--- src/rtl/tlb_update_arbiter.sv ---
// TLB update arbiter: owns the single TLB write port and shares it between the
// reset-time loader, an optional invalidate-all flush sequencer and the
// page-walker / software (CSR) refill requesters.
// Build option: define TLB_FLUSH_SEQ_EN to include the flush sequencer; without
// it flush_req is ignored, the FSM stays in IDLE and flush_done stays low.

package tlb_update_arbiter_pkg;

   typedef struct packed {
      logic [19:0] ppn;
      logic [1:0]  rsw;
      logic        d;
      logic        a;
      logic        g;
      logic        u;
      logic        x;
      logic        w;
      logic        r;
      logic        v;
   } tlb_pte_t;

   typedef struct packed {
      logic        lock;   // locked entries survive a flush
      logic [15:0] asid;
      logic [26:0] vpn;
      tlb_pte_t    pte;
   } tlb_entry_t;

endpackage

module tlb_update_arbiter
   import tlb_update_arbiter_pkg::*;
#(
   parameter int TLB_ENTRIES = 512,
   parameter int WID         = $clog2(TLB_ENTRIES)
) (
   input  logic             clk,
   input  logic             rst,
   input  logic             init_busy,
   input  logic [WID-1:0]   init_entry_no,
   input  tlb_entry_t       init_entry,
   input  logic             ptw_req,
   input  logic [WID-1:0]   ptw_entry_no,
   input  tlb_entry_t       ptw_entry,
   output logic             ptw_ack,
   input  logic             csr_req,
   input  logic [WID-1:0]   csr_entry_no,
   input  tlb_entry_t       csr_entry,
   output logic             csr_ack,
   input  logic             flush_req,
   output logic             flush_done,
   output logic [WID-1:0]   tlb_rd_no,
   input  tlb_entry_t       tlb_rd_entry,
   output logic             tlb_we,
   output logic [WID-1:0]   tlb_wr_no,
   output tlb_entry_t       tlb_wr_entry,
   output logic             busy
);

   typedef enum logic [1:0] {
      IDLE     = 2'd0,
      FLUSH_RD = 2'd1,
      FLUSH_WR = 2'd2
   } state_t;

   localparam logic [WID-1:0] LAST_IDX = WID'(TLB_ENTRIES - 1);

   state_t         r_state;
   logic [WID-1:0] r_idx;
   logic           r_flush_pending;
   logic           r_fair;          // 0: PTW wins the next contested grant, 1: CSR wins

   state_t         w_state_next;
   logic [WID-1:0] w_idx_next;
   logic           w_flush_pending_next;
   logic           w_fair_next;
   logic           w_flush_in;      // flush request as seen by the sequencer

`ifdef TLB_FLUSH_SEQ_EN
   assign w_flush_in = flush_req;
`else
   // Sequencer left out: requests never reach it, so the FSM never leaves IDLE.
   logic w_unused_ok;
   assign w_flush_in  = 1'b0;
   assign w_unused_ok = flush_req;
`endif

   // Busy whenever a sweep is in progress or the loader still owns the port.
   assign busy = (r_state != IDLE) | init_busy;

   // State, sweep index, pending-flush flag and fairness bit.
   always_ff @(posedge clk) begin
      if (rst) begin
         r_state         <= IDLE;
         r_idx           <= '0;
         r_flush_pending <= 1'b0;
         r_fair          <= 1'b0;
      end else begin
         r_state         <= w_state_next;
         r_idx           <= w_idx_next;
         r_flush_pending <= w_flush_pending_next;
         r_fair          <= w_fair_next;
      end
   end

   // Write-port mux, acks and next-state: loader > flush sweep > PTW/CSR.
   always_comb begin
      w_state_next         = r_state;
      w_idx_next           = r_idx;
      w_flush_pending_next = r_flush_pending | w_flush_in;
      w_fair_next          = r_fair;
      tlb_we               = 1'b0;
      tlb_wr_no            = '0;
      tlb_wr_entry         = '0;
      tlb_rd_no            = '0;
      ptw_ack              = 1'b0;
      csr_ack              = 1'b0;
      flush_done           = 1'b0;

      if (init_busy) begin
         // Loader owns the port; the FSM holds and any flush request stays latched.
         tlb_we       = 1'b1;
         tlb_wr_no    = init_entry_no;
         tlb_wr_entry = init_entry;
      end else if (!rst) begin
         // Reset suppresses all writes so an aborted sweep leaves no trace.
         case (r_state)
            IDLE: begin
               if (r_flush_pending | w_flush_in) begin
                  // Start the sweep; a request arriving now is folded into it.
                  w_flush_pending_next = 1'b0;
                  w_idx_next           = '0;
                  w_state_next         = FLUSH_RD;
               end else if (ptw_req && csr_req) begin
                  if (!r_fair) begin
                     tlb_we       = 1'b1;
                     tlb_wr_no    = ptw_entry_no;
                     tlb_wr_entry = ptw_entry;
                     ptw_ack      = 1'b1;
                  end else begin
                     tlb_we       = 1'b1;
                     tlb_wr_no    = csr_entry_no;
                     tlb_wr_entry = csr_entry;
                     csr_ack      = 1'b1;
                  end
                  w_fair_next = ~r_fair;
               end else if (ptw_req) begin
                  tlb_we       = 1'b1;
                  tlb_wr_no    = ptw_entry_no;
                  tlb_wr_entry = ptw_entry;
                  ptw_ack      = 1'b1;
               end else if (csr_req) begin
                  tlb_we       = 1'b1;
                  tlb_wr_no    = csr_entry_no;
                  tlb_wr_entry = csr_entry;
                  csr_ack      = 1'b1;
               end
            end
            FLUSH_RD: begin
               tlb_rd_no    = r_idx;
               w_state_next = FLUSH_WR;
            end
            FLUSH_WR: begin
               // Write back the entry read last cycle, invalidated unless locked.
               tlb_we       = 1'b1;
               tlb_wr_no    = r_idx;
               tlb_wr_entry = tlb_rd_entry;
               if (!tlb_rd_entry.lock) begin
                  tlb_wr_entry.pte.v = 1'b0;
               end
               if (r_idx == LAST_IDX) begin
                  flush_done   = 1'b1;
                  w_idx_next   = '0;
                  w_state_next = IDLE;
               end else begin
                  w_idx_next   = r_idx + WID'(1);
                  w_state_next = FLUSH_RD;
               end
            end
            default: begin
               w_state_next = IDLE;
            end
         endcase
      end
   end

endmodule
--- config.mk ---
export PLATFORM = sky130hd
export DESIGN_NAME = tlb_update_arbiter
export DESIGN_NICKNAME = d
export VERILOG_FILES = /design/src/rtl/tlb_update_arbiter.sv
export SDC_FILE = /design/constraint.sdc
export NUM_CORES = 1
export LEC_CHECK = 0
export CAP_MARGIN = 20
export CORE_AREA = 4 4 163 165
export DETAILED_ROUTE_END_ITERATION = 8
export DIE_AREA = 0 0 167 169
export PLACE_DENSITY_LB_ADDON = 0.2
export SETUP_SLACK_MARGIN = 0.02
export SLEW_MARGIN = 15
export SYNTH_ARGS = -nofsm -noshare
export SYNTH_HDL_FRONTEND = slang
export SYNTH_SLANG_ARGS = --single-unit
export TNS_END_PERCENT = 20
--- constraint.sdc ---
create_clock -name clk -period 1.8 [get_ports clk]
set_input_delay 0.36 -clock clk [delete_from_list [all_inputs] [get_ports clk]]
set_output_delay 0.36 -clock clk [all_outputs]
set_load 0.01 [all_outputs]
==> impl_summary.log <==
[metrics] HPWL after detailed placement: 20.22 mm
[metrics] worst-path cell with the longest stage delay: sky130_fd_sc_hd__a32oi_1
[metrics] Post-Synthesis Cell Area: roughly 0.0027 mm^2
[metrics] clock buffers created by TritonCTS: 3
[metrics] die area: between 0.02 and 0.03 mm^2
[metrics] final number of setup-violating endpoints: 96
[metrics] area fraction of the dominant cell type after synthesis: 27.01%
[metrics] router iterations before antenna repair: 5
[metrics] overflow left after global routing: 0
[metrics] Power Density: 303.3 mW/mm^2
[metrics] number of nets at the end of the flow: roughly 1,200
[metrics] routability-driven placement congestion ratio: between 0.8 and 0.9
[metrics] average wire per standard cell: around 23 um
[metrics] Hold Violations, Final: 0
[metrics] Layout area overhead: 209.2%
[metrics] type of the setup path with the least slack: in -> out
[metrics] violations in the final reports: setup timing
[metrics] largest fanout of any net on the critical path: 12
[metrics] cell at the root of the clock tree: sky130_fd_sc_hd__clkbuf_16
[metrics] net count after synthesis: between 700 and 800
[metrics] Placement Setup Slack: -0.9966 ns
[metrics] area of the core: 0.02504 mm^2
[metrics] IR drop worst, VDD: between 0.3 and 0.4 mV
[metrics] TritonCTS clock tree: yes
[metrics] Yosys warning total: 0
[metrics] DR iter-0 viols: 257
[metrics] RSZ-0062 raised after global routing: yes
[metrics] wire length of the first global-routing pass: 38.07 mm
[metrics] commonest non-fill, non-tap cell in the layout: sky130_fd_sc_hd__clkdlybuf4s50_1
[metrics] # clock sinks: 12
[metrics] outcome: finished, violations left
[metrics] proportion of synthesized flip-flops having asynchronous set or reset: 0%
[metrics] largest net degree at the start of global routing: 46
[metrics] clk_skew: around 0.0032 ns
[metrics] top area cells in the synthesized netlist: sky130_fd_sc_hd__a32oi_1, sky130_fd_sc_hd__a22oi_1, sky130_fd_sc_hd__o21ai_1
[metrics] fraction of the yosys area taken by sequential cells: under 10%
[metrics] max-slew violations: 0
[metrics] Post-synth EDFFs: 0
[metrics] H-tree Lvls: 1
[metrics] routed via count divided by cell count: approximately 4.7
[metrics] register area: 242.7 um^2
[metrics] reported leakage power: ~0.0031 uW
[metrics] pin slew with the least headroom to its limit: around 0.41 ns
[metrics] Primary FF master, synth: sky130_fd_sc_hd__dfxtp_1
[metrics] largest area contributor in the synthesized netlist: sky130_fd_sc_hd__a32oi_1
[metrics] count of unique library cells instantiated by Yosys: 33
[metrics] synthesized instance count: 395
[metrics] Boundary Pins: 426
[metrics] antenna violations before repair: 1
[metrics] fraction of final layout cells with drive strength greater than 1: 33.29%
[metrics] arrival time worst endpoint: about 1.8 ns
[metrics] Max Cap Viol: 0
[metrics] final critical-path setup slack: -0.3345 ns
[metrics] Final Instance Count excl. Fillers: 1,178
[metrics] top achievable clock speed: around 0.47 GHz
[metrics] most frequent cells in the layout: sky130_fd_sc_hd__clkdlybuf4s50_1, sky130_fd_sc_hd__buf_2, sky130_fd_sc_hd__a22oi_1
[metrics] register clock-pin slew on the reported worst setup and hold paths: about 0.05 ns
[metrics] average footprint of a synthesized cell: 6.896 um^2
[metrics] WP data required: 1.44 ns
[metrics] final period demand of the worst path: roughly 2.1 ns
[metrics] Setup Total Neg Slack: -24.57 ns
[metrics] Multi-input gate area: approximately 0.0027 mm^2
[metrics] delay of the slowest critical-path stage: ~0.33 ns
[metrics] crit-path leading delay family: buffers and inverters
[metrics] width of the die: between 150 and 200 um
[metrics] Layout Utilization: between 30% and 40%
[metrics] clock network latency to the later pin of the worst-skew pair: roughly 0.24 ns
[metrics] maximum buffer depth of the clock tree: 2
[metrics] number of placed cells counting well taps: 1,153
[metrics] Filler Cell Count: 2,642
[metrics] number of buffers and inverters on the critical path: 4
[metrics] via count of the first global-routing pass: between 5,000 and 6,000
[metrics] Setup crit end kind: output pin
[metrics] Initial Util: approximately 11%
[metrics] post-route total power: 2555 uW
[metrics] row count: slightly below 60
[metrics] number of synthesized register bits: 12
[metrics] remaining number of nets flagged by the antenna check after routing: 0
[metrics] Post-route DRC: 0
[metrics] kind of path behind the tightest hold check: in -> reg
[metrics] die height: 169 um
[metrics] ordered list of cells on the worst path: dlygate4sd2_1 > a21boi_4 > buf_12 > bufbuf_16 > a32oi_1 > o21ai_4 > buf_6
[metrics] aggregate global-route resource usage: between 10% and 20%
[metrics] count of input and output buffers: 424
[metrics] via count: between 5,000 and 6,000
[metrics] Total Routed Length: between 20 and 30 mm
[metrics] Final period util: 118.6%
[metrics] crit path launch type: input pin
[metrics] worst rel slew slack: ~73%
## worst paths after layout
check | startpoint | to | slack [ns] | cells after the start
setup / recovery | ptw_req | tlb_wr_entry[33] | -0.33 | 7
hold / removal | rst | r_state[1]$_SDFFE_PP0P_ | 0.47 | 3
hold reg to reg | r_idx[8]$_SDFFE_PP0P_ | r_idx[8]$_SDFFE_PP0P_ | 0.60 | 3
setup reg to reg | r_state[1]$_SDFFE_PP0P_ | r_fair$_SDFFE_PP0P_ | 0.15 | 6
## through the flow
| step | hold WS, ns | cell area (um^2) |
|---|---|---|
| 2_1_floorplan | 0.4617 | 2798 |
| 3_3_place_gp | 0.5945 | 7858 |
| 3_5_place_dp | 0.5947 | 7858 |
| 4_1_cts | 0.5643 | 8149 |
| 5_1_grt | 0.4822 | 8422 |
| 6_report | 0.4724 | 8422 |
## per-layer routing
metal | vias to the layer above | part of all wire [%] | wire, um | global-route usage (%)
met1 | 2643 | 39 | 10630 | 20.34
met3 | 26 | 6.9 | 1880 | 3.737
met4 | 0 | 1.5 | 416 | 2.526
met5 | - | 0 | 0 | 0
li1 | 2618 | - | - | -
met2 | 294 | 53 | 14310 | 33.22
## cell type report
class	instances	share of cell area, %
clock buffer	3	0.8914
sequential	12	2.882
antenna	1	0.02971
tap	330	4.903
timing repair buffer	508	58.67
multi-input combinational	323	32.58
inverter	1	0.04457
## synth_stat cells, types with 3 or more instances
cell type,number
sky130_fd_sc_hd__clkbuf_1,37
sky130_fd_sc_hd__dfxtp_1,12
sky130_fd_sc_hd__o31ai_1,3
sky130_fd_sc_hd__nand3_1,4
sky130_fd_sc_hd__a32oi_1,84
sky130_fd_sc_hd__buf_6,3
sky130_fd_sc_hd__and2_1,10
sky130_fd_sc_hd__a21oi_1,11
sky130_fd_sc_hd__nor2_1,5
sky130_fd_sc_hd__a22oi_1,81
sky130_fd_sc_hd__or4_1,3
sky130_fd_sc_hd__nand2_1,11
sky130_fd_sc_hd__o21ai_0,37
sky130_fd_sc_hd__or3_1,5
sky130_fd_sc_hd__buf_2,17
sky130_fd_sc_hd__o21ai_1,49
## timing repair
| action | in CTS | in global routing |
|---|---|---|
| hold endpoints to repair | 0 | 0 |
| pin swaps | 6 | 9 |
| setup buffers | 8 | 3 |
| gates resized for setup | 507 | 47 |
| hold buffers | 0 | 0 |
| gates cloned | 9 | 2 |
| endpoints found under the setup margin | 97 | 99 |
## registers in the layout, indices dropped and copies added (netlist names)
register and count:
r_idx 9, r_fair 1, r_state 2
## worst register-to-register path, delay by kind of cell (launching register included)
kind | cells | cell delay [ns]
buffers and inverters | 3 | 0.41
AO/OA/AOI/OAI | 1 | 0.14
flip-flops | 1 | 0.32
AND/OR/NAND/NOR | 2 | 0.72
## power by group
group,internal (uW),switching (uW),total (uW)
registers,268,1.39,269
clock network,290,116,406
logic,1120,758,1880
total,1680,876,2550
## cells by family after synthesis
kind of cell    share of synthesized area [%]
simple gates                            10.93
flops                                   8.819
fa+ha+maj                              0.9185
compound gates                          69.45
buf+inv                                 9.876
(Power assumes the default switching activity.)
